--- src/rtl/match_pkg.sv ---
// Shared definitions for the match logger: parameter defaults, the
// enable state encoding and the default timestamp type.
package match_pkg;

    localparam int TS_W_DEF  = 16;
    localparam int DEPTH_DEF = 4;

    typedef enum logic {
        IDLE = 1'b0,
        RUN  = 1'b1
    } state_e;

    typedef logic [TS_W_DEF-1:0] ts_t;

endpackage

--- src/rtl/match_fifo.sv ---
// Synchronous FIFO holding logged timestamps. A push into a full FIFO is
// accepted only when a pop happens in the same cycle. The head data reads
// as zero while the FIFO is empty.
module match_fifo
    import match_pkg::*;
#(
    parameter int W     = TS_W_DEF,
    parameter int DEPTH = DEPTH_DEF,
    localparam int AW   = $clog2(DEPTH)
) (
    input  logic          clk,
    input  logic          rst,
    input  logic          push_i,
    input  logic [W-1:0]  data_i,
    input  logic          pop_i,
    output logic [W-1:0]  data_o,
    output logic          full_o,
    output logic          empty_o,
    output logic [AW:0]   level_o
);

    logic [W-1:0]  mem_q [DEPTH];
    logic [AW-1:0] wr_ptr_q, wr_ptr_d;
    logic [AW-1:0] rd_ptr_q, rd_ptr_d;
    logic [AW:0]   count_q, count_d;
    logic          pop_ok;
    logic          push_ok;

    assign empty_o = (count_q == '0);
    assign full_o  = (count_q == (AW+1)'(DEPTH));
    assign level_o = count_q;
    assign data_o  = empty_o ? '0 : mem_q[rd_ptr_q];

    assign pop_ok  = pop_i & ~empty_o;
    assign push_ok = push_i & (~full_o | pop_ok);

    // Pointer and occupancy next-state.
    always_comb begin
        wr_ptr_d = wr_ptr_q;
        rd_ptr_d = rd_ptr_q;
        count_d  = count_q;
        if (push_ok) begin
            wr_ptr_d = wr_ptr_q + AW'(1);
        end
        if (pop_ok) begin
            rd_ptr_d = rd_ptr_q + AW'(1);
        end
        case ({push_ok, pop_ok})
            2'b10:   count_d = count_q + (AW+1)'(1);
            2'b01:   count_d = count_q - (AW+1)'(1);
            default: count_d = count_q;
        endcase
    end

    // Pointer and occupancy registers; reset empties the FIFO.
    always_ff @(posedge clk) begin
        if (rst) begin
            wr_ptr_q <= '0;
            rd_ptr_q <= '0;
            count_q  <= '0;
        end else begin
            wr_ptr_q <= wr_ptr_d;
            rd_ptr_q <= rd_ptr_d;
            count_q  <= count_d;
        end
    end

    // Storage write; contents are don't-care while not counted as occupied.
    always_ff @(posedge clk) begin
        if (push_ok) begin
            mem_q[wr_ptr_q] <= data_i;
        end
    end

endmodule

--- src/rtl/match_logger.sv ---
// Match logger: timestamps single-cycle match pulses while enabled and
// queues them for a valid/ready consumer. Lost events set a sticky
// overflow flag. Defining MATCH_LOGGER_DROP_CNT_EN adds an 8-bit
// saturating drop counter on drop_cnt_o.
//
// The enable state follows en_i as sampled on each edge, and the edge that
// samples en_i already behaves according to the new state (counts and logs).
module match_logger
    import match_pkg::*;
#(
    parameter int TS_W  = TS_W_DEF,
    parameter int DEPTH = DEPTH_DEF,
    localparam int LW   = $clog2(DEPTH) + 1
) (
    input  logic            clk,
    input  logic            rst,
    input  logic            en_i,
    input  logic            match_i,
    input  logic            clr_i,
    output logic            evt_valid_o,
    input  logic            evt_ready_i,
    output logic [TS_W-1:0] evt_ts_o,
    output logic [LW-1:0]   level_o,
`ifdef MATCH_LOGGER_DROP_CNT_EN
    output logic [7:0]      drop_cnt_o,
`endif
    output logic            ovf_o
);

    state_e          state_q, state_d;
    logic [TS_W-1:0] ts_q, ts_d;
    logic            ovf_q, ovf_d;
    logic            run;
    logic            push_req;
    logic            pop;
    logic            drop;
    logic            fifo_full;
    logic            fifo_empty;

    // Enable state transition.
    always_comb begin
        state_d = state_q;
        case (state_q)
            IDLE:    if (en_i)  state_d = RUN;
            RUN:     if (!en_i) state_d = IDLE;
            default: state_d = IDLE;
        endcase
    end

    assign run      = (state_d == RUN);
    assign pop      = evt_valid_o & evt_ready_i;
    assign push_req = match_i & run;
    assign drop     = push_req & fifo_full & ~pop;

    // Timestamp counter and sticky overflow next-state; a drop beats a clear.
    always_comb begin
        ts_d  = run ? ts_q + TS_W'(1) : ts_q;
        ovf_d = ovf_q;
        if (drop) begin
            ovf_d = 1'b1;
        end else if (clr_i) begin
            ovf_d = 1'b0;
        end
    end

    // State, timestamp and overflow registers.
    always_ff @(posedge clk) begin
        if (rst) begin
            state_q <= IDLE;
            ts_q    <= '0;
            ovf_q   <= 1'b0;
        end else begin
            state_q <= state_d;
            ts_q    <= ts_d;
            ovf_q   <= ovf_d;
        end
    end

    assign ovf_o       = ovf_q;
    assign evt_valid_o = ~fifo_empty;

    match_fifo #(
        .W     (TS_W),
        .DEPTH (DEPTH)
    ) u_fifo (
        .clk     (clk),
        .rst     (rst),
        .push_i  (push_req),
        .data_i  (ts_q),
        .pop_i   (pop),
        .data_o  (evt_ts_o),
        .full_o  (fifo_full),
        .empty_o (fifo_empty),
        .level_o (level_o)
    );

`ifdef MATCH_LOGGER_DROP_CNT_EN
    logic [7:0] drop_cnt_q, drop_cnt_d;

    // Drop counter next-state: clear restarts at the current drop, else saturate.
    always_comb begin
        drop_cnt_d = drop_cnt_q;
        if (clr_i) begin
            drop_cnt_d = drop ? 8'd1 : 8'd0;
        end else if (drop && (drop_cnt_q != 8'hFF)) begin
            drop_cnt_d = drop_cnt_q + 8'd1;
        end
    end

    // Drop counter register.
    always_ff @(posedge clk) begin
        if (rst) begin
            drop_cnt_q <= '0;
        end else begin
            drop_cnt_q <= drop_cnt_d;
        end
    end

    assign drop_cnt_o = drop_cnt_q;
`endif

endmodule

--- config.mk ---
export PLATFORM = sky130hd
export DESIGN_NAME = match_logger
export DESIGN_NICKNAME = d
export VERILOG_FILES = /design/src/rtl/match_pkg.sv /design/src/rtl/match_fifo.sv /design/src/rtl/match_logger.sv
export SDC_FILE = /design/constraint.sdc
export NUM_CORES = 1
export LEC_CHECK = 0
export BUFFER_PORTS_ARGS = -buffer_cell sky130_fd_sc_hd__buf_4
export CORE_MARGIN = 3
export CORE_UTILIZATION = 40
export CTS_BUF_LIST = sky130_fd_sc_hd__clkbuf_16
export CTS_CLUSTER_SIZE = 28
export DETAILED_ROUTE_END_ITERATION = 10
export GPL_TIMING_DRIVEN = 0
export SLEW_MARGIN = 30
export SYNTH_ARGS = -nofsm -noshare
export SYNTH_HDL_FRONTEND = slang
export SYNTH_SLANG_ARGS = --single-unit
export TNS_END_PERCENT = 100
--- constraint.sdc ---
create_clock -name clk -period 2.9 [get_ports clk]
set_input_delay 0.725 -clock clk [delete_from_list [all_inputs] [get_ports clk]]
set_output_delay 0.725 -clock clk [all_outputs]
set_load 0.05 [all_outputs]
==> reports/qor.csv <==
stage,metric,value,unit
grt,largest net degree at the start of global routing,17,
floorplanning,Die X,102,µm
yosys,syn_nets,258,
drt,DR vias/cell,5.14,
yosys,"Seq/Total Area, Yosys",65.8,%
critical_path,crit-path max FO,10,
floorplanning,Initial Util,41.9,%
drt,DR vias,2027,
pwr,P_leak,1.42,nW
pwr,Gate power share,31.6,%
min_path,hold crit path type,reg -> reg,
yosys,Netlist Area Pre-Place,0.00371,mm²
sta,fmax,0.365,GHz
drt,DR WL/cell,16.2,µm
sta,worst setup margin,0.163,ns
pwr,P per Cell Area,902,mW/mm²
yosys,Synth top area share,51.8,%
clock_tree,# clock sinks,90,
sta,min Tclk post-route,2.74,ns
pwr,switching part of the total,33.3,%
critical_path,CP Launch Type,flip-flop,
yosys,Synth Register Bits,90,
placed_design,Post-Place Worst Slack,0.0592,ns
final_layout,number of antenna diodes,0,
floorplanning,Row Count,34,
drt,DR pass1 iterations,4,
yosys,Synth cell types,36,
yosys,Mapped Avg Cell Area,15.1,µm²
final_layout,Multi-input gate area,0.00118,mm²
sta,RSZ-0062 raised after global routing,no,
floorplanning,boundary pin count,27,
critical_path,worst path cell trace,buf_1 > buf_2 > mux4_2 > nor2b_1 > buf_4,
critical_path,Critical Path AT,2.01,ns
yosys,area share of xor/xnor cells in the synthesized design,1.89,%
final_layout,fin nets,294,
critical_path,Worst Path Buf+Inv,3,
yosys,synth top area cells,"edfxtp_1 52%, dfxtp_1 14%, mux4_2 9.7%",
critical_path,slowest CP cell,buf_2,
grt,antenna violations before repair,0,
clock_tree,clock root buffer,clkbuf_16,
clock_tree,clk slew on worst S/H paths,0.07,ns
critical_path,Crit. End Element,output port,
sta,Setup TNS,0,ns
yosys,mux contribution to synthesized area,11.5,%
yosys,top_reg_cell synth,edfxtp_1,
sta,period utilization,94.4,%
yosys,Post-synth ARST share,0,%
sta,Worst Max-Slew Pin Slew,0.916,ns
yosys,post-synthesis adder-cell area fraction,2.56,%
clock_tree,CTS tree,yes,
drt,DRC viols,0,
grt,first-pass GRT wire length,10300,µm
grt,vias in the first global route,1955,
pwr,Psw,1.31,mW
floorplanning,Core Area,0.00885,mm²
pwr,P_int,2.62,mW
outcome,status,"finished, final reports clean",
floorplanning,Die Y,102,µm
final_layout,"commonest non-fill, non-tap cell in the layout",edfxtp_1,
drt,routed wire length,6370,µm
yosys,post-synthesis simple-gate area fraction,12.2,%
grt,total track usage,13.2,%
floorplanning,die area,0.0105,mm²
yosys,Synth warnings,0,
sta,Setup-failing EPs final,0,
placed_design,port bufs,25,
critical_path,reg2reg setup slack,0.45,ns
flow_run,max-cap check violation count,0,
sta,Layout Skew,0.00728,ns
pwr,total power,3.93,mW
sta,Hold Fails Final Rpt,0,
sta,Hold Slack,0.518,ns
yosys,cell taking the most area after synthesis,edfxtp_1,
yosys,Gate Count Post-Synth,245,
yosys,main combinational cell family by area after synthesis,simple AND/OR/NAND/NOR gates,
placed_design,hpwl dp,4160,µm
final_layout,area grow syn2layout,17.4,%
final_layout,most frequent cells in the layout,"64 x edfxtp_1, 26 x buf_4, 26 x dfxtp_1, 22 x nor2b_1, 18 x nor2_1",
clock_tree,post-CTS setup buffers,0,
placed_design,placer congestion estimate,0.720,
pwr,Clk pwr share,30.8,%
pwr,Peak supply drop,0.000304,V
clock_tree,worst-skew pair later-pin latency,0.33,ns
drt,initial detailed-routing violation count,102,
yosys,number of synthesized flops with an enable pin,64,
clock_tree,H-tree depth,3,
drt,Antenna Nets Post-Route,0,
critical_path,crit-path max cell delay,0.35,ns
critical_path,Top delay family on crit path,buffers and inverters,
clock_tree,CTS Hold Bufs,0,
critical_path,Crit path required time,2.17,ns
grt,grt ovf,0,
yosys,post-synthesis compound-gate area fraction,3.41,%
final_layout,fillers,792,
sta,Max-slew headroom,39.0,%
clock_tree,cts repair resizes,0,
clock_tree,number of buffers created by CTS,9,
final_layout,layout cells sized above 1,24.5,%
clock_tree,clock buffer depth,2,
pwr,Seq pwr share,37.6,%
sta,Slew Limit Fails,0,
final_layout,register area,0.00244,mm²
critical_path,CP Class,reg -> out,
-- synthesized netlist by cell type, types with 2 or more instances --
master	n
a21oi_1	11
and3_1	4
buf_1	2
buf_2	3
buf_6	2
clkbuf_1	2
dfxtp_1	26
edfxtp_1	64
ha_1	6
inv_1	10
mux2_1	2
mux2_2	3
mux4_2	16
nand2_1	5
nand3_1	3
nand3_2	2
nand4_1	5
nor2_1	18
nor2b_1	22
nor4_1	4
o21ai_0	5
o31ai_1	5
or3_1	3
or4_1	4
xor2_1	7
-- registers in the layout (all words and copies together) (netlist names), named ones only --
register / count
u_fifo.mem_q: 64
ts_q: 16
u_fifo.level_o: 3
u_fifo.rd_ptr_q: 2
u_fifo.wr_ptr_q: 2
ovf_o: 1
-- power by group through the flow --
stage / sequential, mW / combinational (mW) / clock, mW
3_5_place_dp: 1.51 / 1.27 / 0
3_3_place_gp: 1.50 / 1.26 / 0
5_1_grt: 1.49 / 1.34 / 1.30
6_report: 1.48 / 1.24 / 1.21
2_1_floorplan: 1.54 / 0.899 / 0
4_1_cts: 1.48 / 1.27 / 1.23
-- routing by layer --
layer,track usage (%),vias to the layer above,part of all wire [%]
met1,17.6,982,45
met3,3.07,7,3.7
met5,0,-,0
li1,-,1001,-
met4,4.24,0,0.97
met2,21.4,37,50
-- kinds of logic (layout without fill, tap and decap cells) --
logic type,after synthesis,in the layout
flip-flops,90,90
AND/OR/NAND/NOR,76,76
AO/OA/AOI/OAI,22,22
multiplexers,22,22
buffers and inverters,20,61
XOR/XNOR,8,8
adder cells (fa/ha/maj),7,7
-- metrics by stage --
step	util [%]	cells	area [µm²]
2_1_floorplan	-	245	3710
6_report	49.3	394	4360
5_1_grt	49.3	394	4360
4_1_cts	49.3	394	4360
3_3_place_gp	45.6	378	4030
3_5_place_dp	45.6	378	4040
-- area by class of cell --
cell class                 count  share of cell area [%]
sequential                    90                    56.0
multi-input combinational    135                    27.0
clock buffer                   9                    5.17
timing repair buffer          25                    4.31
tap                          108                    3.10
clock inverter                 7                    2.15
buffer                        10                    1.38
inverter                      10                   0.861
-- tightest hold or removal path, stage by stage, from the launching register on --
cell and delay (ns):
dfxtp_1 0.33, o21ai_0 0.08, a21oi_1 0.06
-- final timing paths --
| kind | startpoint | depth (start not counted) | end |
|---|---|---|---|
| min | u_fifo.wr_ptr_q[0]$_SDFFE_PP0P_ | 2 | u_fifo.wr_ptr_q[0]$_SDFFE_PP0P_ |
| max | flip-flop | 5 | evt_ts_o[6] |
| min reg2reg | u_fifo.wr_ptr_q[0]$_SDFFE_PP0P_ | 2 | u_fifo.wr_ptr_q[0]$_SDFFE_PP0P_ |
| max reg2reg | u_fifo.level_o[2]$_SDFFE_PP0P_ | 9 | u_fifo.level_o[2]$_SDFFE_PP0P_ |
Note: power is estimated with default switching activity, not from simulation.
